--- config.mk ---
export PLATFORM = sky130hd
export DESIGN_NAME = tdm_demux_1_8
export DESIGN_NICKNAME = d
export VERILOG_FILES = /design/src/rtl/tdm_demux_1_8.sv
export SDC_FILE = /design/constraint.sdc
export NUM_CORES = 1
export LEC_CHECK = 0
export CAP_MARGIN = 10
export CORE_ASPECT_RATIO = 1.1
export CORE_MARGIN = 8
export CORE_UTILIZATION = 44
export CTS_BUF_LIST = sky130_fd_sc_hd__clkbuf_8
export DETAILED_ROUTE_END_ITERATION = 8
export GPL_TIMING_DRIVEN = 0
export PLACE_DENSITY = 0.85
export SETUP_SLACK_MARGIN = 0.4
export SLEW_MARGIN = 20
export SYNTH_ARGS = -nofsm -noshare
export SYNTH_HDL_FRONTEND = slang
export SYNTH_SLANG_ARGS = --single-unit
--- constraint.sdc ---
create_clock -name Clock_In -period 2.2 [get_ports Clock_In]
set_input_delay 0.33 -clock Clock_In [delete_from_list [all_inputs] [get_ports Clock_In]]
set_output_delay 0.33 -clock Clock_In [all_outputs]
set_load 0.02 [all_outputs]
--- src/rtl/tdm_demux_1_8.sv ---
// rtl/tdm_demux_1_8.sv - 1:8 TDM demultiplexer locking to a slot-0 frame sync
module tdm_demux_1_8 #(
    parameter int DATA_WIDTH = 8
) (
    input  logic                  Clock_In,
    input  logic                  Reset_In,
    input  logic                  Enable_In,
    input  logic                  Data_Valid_In,
    input  logic                  Frame_Sync_In,
    input  logic [DATA_WIDTH-1:0] Data_In,
    output logic [DATA_WIDTH-1:0] Channel_0_Data_Out,
    output logic [DATA_WIDTH-1:0] Channel_1_Data_Out,
    output logic [DATA_WIDTH-1:0] Channel_2_Data_Out,
    output logic [DATA_WIDTH-1:0] Channel_3_Data_Out,
    output logic [DATA_WIDTH-1:0] Channel_4_Data_Out,
    output logic [DATA_WIDTH-1:0] Channel_5_Data_Out,
    output logic [DATA_WIDTH-1:0] Channel_6_Data_Out,
    output logic [DATA_WIDTH-1:0] Channel_7_Data_Out,
    output logic [7:0]            Channel_Valid_Out,
    output logic [2:0]            Slot_Select_Out,
    output logic                  Frame_Done_Out,
    output logic                  Locked_Out,
    output logic                  Sync_Error_Out
);

    localparam logic [0:0] ST_HUNT   = 1'b0;
    localparam logic [0:0] ST_LOCKED = 1'b1;

    logic [0:0]            r_state;
    logic [2:0]            r_slot;
    logic [DATA_WIDTH-1:0] r_ch [8];
    logic [7:0]            r_valid;
    logic                  r_frame_done;
    logic                  r_sync_err;
    logic                  w_accept;

    assign w_accept = Enable_In && Data_Valid_In;

    always_ff @(posedge Clock_In) begin
        if (Reset_In) begin
            r_state      <= ST_HUNT;
            r_slot       <= 3'd0;
            r_valid      <= 8'd0;
            r_frame_done <= 1'b0;
            r_sync_err   <= 1'b0;
            for (int i = 0; i < 8; i++) begin
                r_ch[i] <= '0;
            end
        end else begin
            // Strobes live for one cycle; a disabled or gap cycle leaves them low.
            r_valid      <= 8'd0;
            r_frame_done <= 1'b0;
            r_sync_err   <= 1'b0;
            if (w_accept) begin
                if (r_state == ST_HUNT) begin
                    if (Frame_Sync_In) begin
                        r_ch[0] <= Data_In;
                        r_valid <= 8'b0000_0001;
                        r_slot  <= 3'd1;
                        r_state <= ST_LOCKED;
                    end
                end else if (Frame_Sync_In) begin
                    // Sync always restarts the frame; off slot 0 it is also an error.
                    r_ch[0]    <= Data_In;
                    r_valid    <= 8'b0000_0001;
                    r_slot     <= 3'd1;
                    r_sync_err <= (r_slot != 3'd0);
                end else if (r_slot == 3'd0) begin
                    r_sync_err <= 1'b1;
                    r_state    <= ST_HUNT;
                end else begin
                    r_ch[r_slot] <= Data_In;
                    r_valid      <= 8'b0000_0001 << r_slot;
                    r_frame_done <= (r_slot == 3'd7);
                    r_slot       <= r_slot + 3'd1;
                end
            end
        end
    end

    assign Channel_0_Data_Out = r_ch[0];
    assign Channel_1_Data_Out = r_ch[1];
    assign Channel_2_Data_Out = r_ch[2];
    assign Channel_3_Data_Out = r_ch[3];
    assign Channel_4_Data_Out = r_ch[4];
    assign Channel_5_Data_Out = r_ch[5];
    assign Channel_6_Data_Out = r_ch[6];
    assign Channel_7_Data_Out = r_ch[7];
    assign Channel_Valid_Out  = r_valid;
    assign Slot_Select_Out    = r_slot;
    assign Frame_Done_Out     = r_frame_done;
    assign Locked_Out         = (r_state == ST_LOCKED);
    assign Sync_Error_Out     = r_sync_err;

endmodule
-- After elaboration in Yosys (flattened, before gate mapping)
Memories as Yosys holds them, arrays and structs flattened.
Cells that the tools add are included.
- eq/ne operators: 2
- reduce and logical (&&, ||, !) cells: 9
- shift-type cells: 1
- bitwise operators: 4
- muxes and demuxes: 34
- add/sub/neg operators: 1
- operators with widths (cell ; count):
    $mux 8 ; 6
    $mux 1 ; 23
    $mux 3 ; 5
    $reduce_or 8->1 ; 1
    $shl 1x3->8 const A ; 1
    $reduce_or 5->1 ; 1
    $add 3x1->3 const B ; 1
    $eq 3x3->1 const B ; 1
    $logic_not 3->1 ; 1
    $reduce_and 3->1 ; 1
    $reduce_bool 3->1 ; 1
    $reduce_or 3->1 ; 1
    $ne 2x2->1 const B ; 1
    $not 1->1 ; 2
    $or 1x1->1 ; 2
    $reduce_bool 2->1 ; 1
    $reduce_or 2->1 ; 1
    $logic_and 1x1->1 ; 1
- bits of input ports: 13
- memories kept: 1
- logic and storage cells: 57
- memory bits (writable): 64
- bits in registers: 14
- output and inout port bits: 78
- memories (memory ; depth ; bits a word ; rd ports ; clocked after memory_dff ; write ports ; RTL line ; text):
    r_ch ; 8 ; 8 ; 8 ; 0 ; 8 ; 31 ; logic [DATA_WIDTH-1:0] r_ch [8];

-- Logic depth before layout (Yosys ltp)
Gate-level depths: netlist (run 1).
- word-level depth: 9
- mapped depth: 8
- gate-level depth less buffers: 8

-- Least setup slack after synthesis (run 1)
No wires, ideal clock.
- path kind: flip-flop to flip-flop
- from: register r_slot[1] (netlist: Slot_Select_Out[1])
- to: memory r_ch[1][0] (enable)
- clock period less this slack: 2.454 ns
- required time: 1.891 ns
- setup slack: -0.254 ns
- path buffers: 0
- setup time: 0.309 ns
- stages on the path, launching flop included: 8
- data arrival time: 2.145 ns
- cells stage by stage: dfxtp_1 > inv_1 > ha_1 > nand2_1 > ha_1 > nand4b_4 > nor4_4 > or2_2
- RTL lines (what ; RTL line ; text):
    start, declared ; 30 ; logic [2:0] r_slot;
    start signal, assigned ; 75 ; r_slot <= r_slot + 3'd1;
    end, declared ; 31 ;

==> run_results.csv, run 1 <==
group,metric,value,unit
routing,drt_drc_violations_left,0,
clocking,cts_bufs_inserted,9,
timing,max_clock_freq,522,MHz
placed_design,gp_routability_congestion,0.811,
timing,timing.max_slew.rel_slack,0.621,
placed_design,portBuffers,88,
timing,timing.final.hold_violations,0,
synthesis,post_synth_instance_area,3170,sq um
grt,grt_first_pass_wirelength,11.8,mm
synthesis,ys_seq_area_frac,0.689,
clocking,clock_tree.root_cell,"sky130_fd_sc_hd__clkbuf_8",
routing,totalWireLength,7.45,mm
floorplanning,std_cell_rows,32,
synthesis,synth_cell_type_count,34,
placed_design,dp_worst_setup_slack,-0.318,ns
timing,worst_setup_slack_after_layout,0.284,ns
synthesis,avgSynthCellArea,14.9,sq um
grt,grt_start_max_net_pins,13,
floorplanning,ios,91,
power,vdd_drop_max,0.323,mV
clocking,clkSlewWorstSetupHoldPaths,0.07,ns
synthesis,post-synth-top-area-fraction,0.606,
critical_path,start_kind,"flip-flop",
power,powerDensity,634,nW/um^2
critical_path,setup.worst_path.class,"flip-flop to flip-flop",
clocking,max-clock-path-buffers,2,
timing,setup_viol,0,
clocking,clkSinkCount,77,
run_status,outcome,"finished clean",
layout,synthToLayoutAreaGrowth,48.8,%
floorplanning,fp.coreArea,7010,sq um
synthesis,ys_ff_latch,77,
timing,final-max-slew-violation-count,0,
critical_path,timing.critical_path.required,2.25,ns
job,max-cap-violations,0,
routing,drt-wirelength-per-cell,17.6,um
layout,diodes,0,
floorplanning,start_util,0.452,
floorplanning,dieWidth,96.9,um
clocking,cts.hold.buffers_added,0,
routing,dr_total_vias,2092,
synthesis,synthCells,213,
synthesis,yosysWarningCount,0,
worst_hold_path,holdCritPathClass,"input pin to flip-flop",
synthesis,yosysTopAreaCell,"sky130_fd_sc_hd__edfxtp_1",
timing,holdWs,0.393,ns
critical_path,end_kind,"flip-flop",
grt,antenna_found_initial,0,
critical_path,cp_data_arrival_time,1.96,ns
layout,final_layout_size_suffix_gt1_frac,0.233,
routing,postRouteAntennaNets,0,
timing,clock_skew,0.00709,ns
critical_path,timing.critical_path.fanout_max,8,
timing,period_share,0.871,
routing,vias_per_cell,4.93,
timing,worst_slew_pin_slew,0.569,ns
synthesis,synth_area_leaders,"sky130_fd_sc_hd__edfxtp_1 61%, sky130_fd_sc_hd__and2_1 11%, sky130_fd_sc_hd__dfxtp_1 8.2%",
grt,grt_overflow,0,
power,static-leakage-power,1.90,nW
clocking,clk_latency,0.34,ns
placed_design,detailed_place_hpwl,5.11,mm
floorplanning,dieHeight,105,um
routing,drtPass1Iterations,5,
timing,grt_setup_unrepaired,"true",
grt,first_global_vias,2161,
grt,global_route.usage.total,0.148,
synthesis,mappedNetlistNets,234,
clocking,cts_tree,"built",
clocking,cts_h_tree_depth,3,
timing,period_needed,1.92,ns
floorplanning,design.die.area,10200,sq um
routing,drt_first_iter_violations,79,
layout,nets,355,
## where the power goes
part / internal (W) / switching [W]
Sequential: 0.00162 / 0.0000157
Clock: 0.000573 / 0.000478
Combinational: 0.000136 / 0.000168
## sequential cells by signal, indices dropped and copies added (netlist names)
name	flops
r_ch	64
Channel_Valid_Out	7
Slot_Select_Out	3
Frame_Done_Out	1
Locked_Out	1
Sync_Error_Out	1
## critical path: stages, from the launching register on
cell                         delay [ns]
sky130_fd_sc_hd__dfxtp_4           0.36
sky130_fd_sc_hd__buf_12            0.10
sky130_fd_sc_hd__clkinvlp_4        0.09
sky130_fd_sc_hd__nand2_2           0.11
sky130_fd_sc_hd__ha_4              0.15
sky130_fd_sc_hd__nand4b_4          0.11
sky130_fd_sc_hd__buf_12            0.16
sky130_fd_sc_hd__buf_12            0.12
sky130_fd_sc_hd__nor4_4            0.18
sky130_fd_sc_hd__or2_4             0.23
## through the flow
stage	TNS [ns]	util	area [sq um]	power, W	instances
final	0	0.673	4720	0.00299	424
after global routing	0	0.673	4720	0.00310	424
after CTS	0	0.657	4600	0.00300	419
after detailed placement	-15.22	0.600	4200	0.00196	386
after global placement	-10.63	0.600	4200	0.00195	386
after floorplan	0	-	3210	0.00180	213
## cells in the final DEF (no fill, tap or decap), types with 2 or more instances in the layout
cell type / instances
sky130_fd_sc_hd__a21oi_1: 3
sky130_fd_sc_hd__and2_1: 53
sky130_fd_sc_hd__and2_4: 3
sky130_fd_sc_hd__and3_1: 7
sky130_fd_sc_hd__buf_12: 4
sky130_fd_sc_hd__buf_2: 2
sky130_fd_sc_hd__buf_4: 18
sky130_fd_sc_hd__buf_6: 2
sky130_fd_sc_hd__clkbuf_8: 11
sky130_fd_sc_hd__clkdlybuf4s50_1: 85
sky130_fd_sc_hd__dfxtp_1: 10
sky130_fd_sc_hd__dfxtp_4: 3
sky130_fd_sc_hd__dlymetal6s2s_1: 2
sky130_fd_sc_hd__edfxtp_1: 64
sky130_fd_sc_hd__ha_1: 6
sky130_fd_sc_hd__ha_4: 2
sky130_fd_sc_hd__inv_1: 6
sky130_fd_sc_hd__inv_2: 3
sky130_fd_sc_hd__nand2_1: 3
sky130_fd_sc_hd__nand4_1: 2
sky130_fd_sc_hd__nor2_1: 2
sky130_fd_sc_hd__nor2b_2: 2
sky130_fd_sc_hd__nor2b_4: 6
sky130_fd_sc_hd__nor3_1: 2
sky130_fd_sc_hd__nor3_4: 4
sky130_fd_sc_hd__nor4_4: 3
sky130_fd_sc_hd__o21ai_0: 2
sky130_fd_sc_hd__or2_4: 6
## layer usage
| metal | vias up | part of all wire | track usage | routed length, um |
|---|---|---|---|---|
| met5 | - | 0 | 0 | 0 |
| met4 | 0 | 0.019 | 0.0506 | 138 |
| met3 | 9 | 0.071 | 0.0632 | 532 |
| met2 | 88 | 0.52 | 0.249 | 3860 |
| met1 | 998 | 0.39 | 0.165 | 2920 |
| li1 | 997 | - | - | - |
## cell families (layout without fill, tap and decap cells)
| kind of cell | count (synthesis) | count (layout) | share of synthesized area |
|---|---|---|---|
| simple gates | 105 | 105 | 0.235 |
| flops | 77 | 77 | 0.689 |
| buf+inv | 13 | 139 | 0.0209 |
| compound gates | 10 | 10 | 0.0237 |
| fa+ha+maj | 8 | 8 | 0.0316 |
## cell type report
cell class | instances | area [sq um]
Sequential cell | 77 | 2190
Clock inverter | 5 | 46.3
Clock buffer | 11 | 151
Buffer | 6 | 48.8
Timing Repair Buffer | 110 | 1100
Tap cell | 85 | 106
Multi-Input combinational cell | 123 | 1040
Inverter | 7 | 30.0
Fill cell | 464 | 2290
## what timing repair did
action / 4_1_cts / 5_1_grt
setup buffers: 17 / 5
pin swaps: 11 / 3
resized for setup: 13 / 17
endpoints found under the setup margin: 128 / 100
## cells in the mapped netlist
library cell	count
sky130_fd_sc_hd__nand3b_1	1
sky130_fd_sc_hd__nor3b_1	1
sky130_fd_sc_hd__and3_1	7
sky130_fd_sc_hd__buf_2	2
sky130_fd_sc_hd__o211a_1	1
sky130_fd_sc_hd__and4b_1	1
sky130_fd_sc_hd__nand3_1	1
sky130_fd_sc_hd__nor4_1	1
sky130_fd_sc_hd__and2_1	56
sky130_fd_sc_hd__o21ba_4	1
sky130_fd_sc_hd__nand4b_4	1
sky130_fd_sc_hd__nor2_1	2
sky130_fd_sc_hd__nor3_2	4
sky130_fd_sc_hd__dfxtp_1	13
sky130_fd_sc_hd__nor2b_1	1
sky130_fd_sc_hd__inv_1	7
sky130_fd_sc_hd__a21oi_1	3
sky130_fd_sc_hd__nor2b_2	8
sky130_fd_sc_hd__o21ai_0	2
sky130_fd_sc_hd__nand4_1	2
sky130_fd_sc_hd__a31oi_1	1
sky130_fd_sc_hd__or2_2	7
sky130_fd_sc_hd__o211ai_1	1
sky130_fd_sc_hd__buf_4	2
sky130_fd_sc_hd__ha_1	8
sky130_fd_sc_hd__nor3_1	2
sky130_fd_sc_hd__nand2b_1	2
sky130_fd_sc_hd__clkbuf_1	1
sky130_fd_sc_hd__nor4_4	3
sky130_fd_sc_hd__a41o_1	1
sky130_fd_sc_hd__or4b_1	1
sky130_fd_sc_hd__edfxtp_1	64
sky130_fd_sc_hd__nand2_1	4
sky130_fd_sc_hd__buf_6	1
## path summary, 6_finish.rpt
| path | start | end | slack (ns) | depth (start not counted) |
|---|---|---|---|---|
| min reg2reg | Locked_Out | Sync_Error_Out | 0.64 | 3 |
| max | Slot_Select_Out[2] | r_ch[4][6] | 0.28 | 9 |
| min | Data_Valid_In | Locked_Out | 0.39 | 3 |
| max reg2reg | Slot_Select_Out[2] | r_ch[4][6] | 0.28 | 9 |
Note: power is estimated with default switching activity, not from simulation.
==> run 2, diff against run 1 <==
--- a/config.mk
+++ b/config.mk
@@ -5,6 +5,7 @@
 export SDC_FILE = /design/constraint.sdc
 export NUM_CORES = 1
 export LEC_CHECK = 0
+export ABC_CLOCK_PERIOD_IN_PS = 2200
 export CAP_MARGIN = 10
 export CORE_ASPECT_RATIO = 1.1
 export CORE_MARGIN = 8
==> results of run 2 <==
The final DEF is identical to that of run 1; final timing and power are the same.
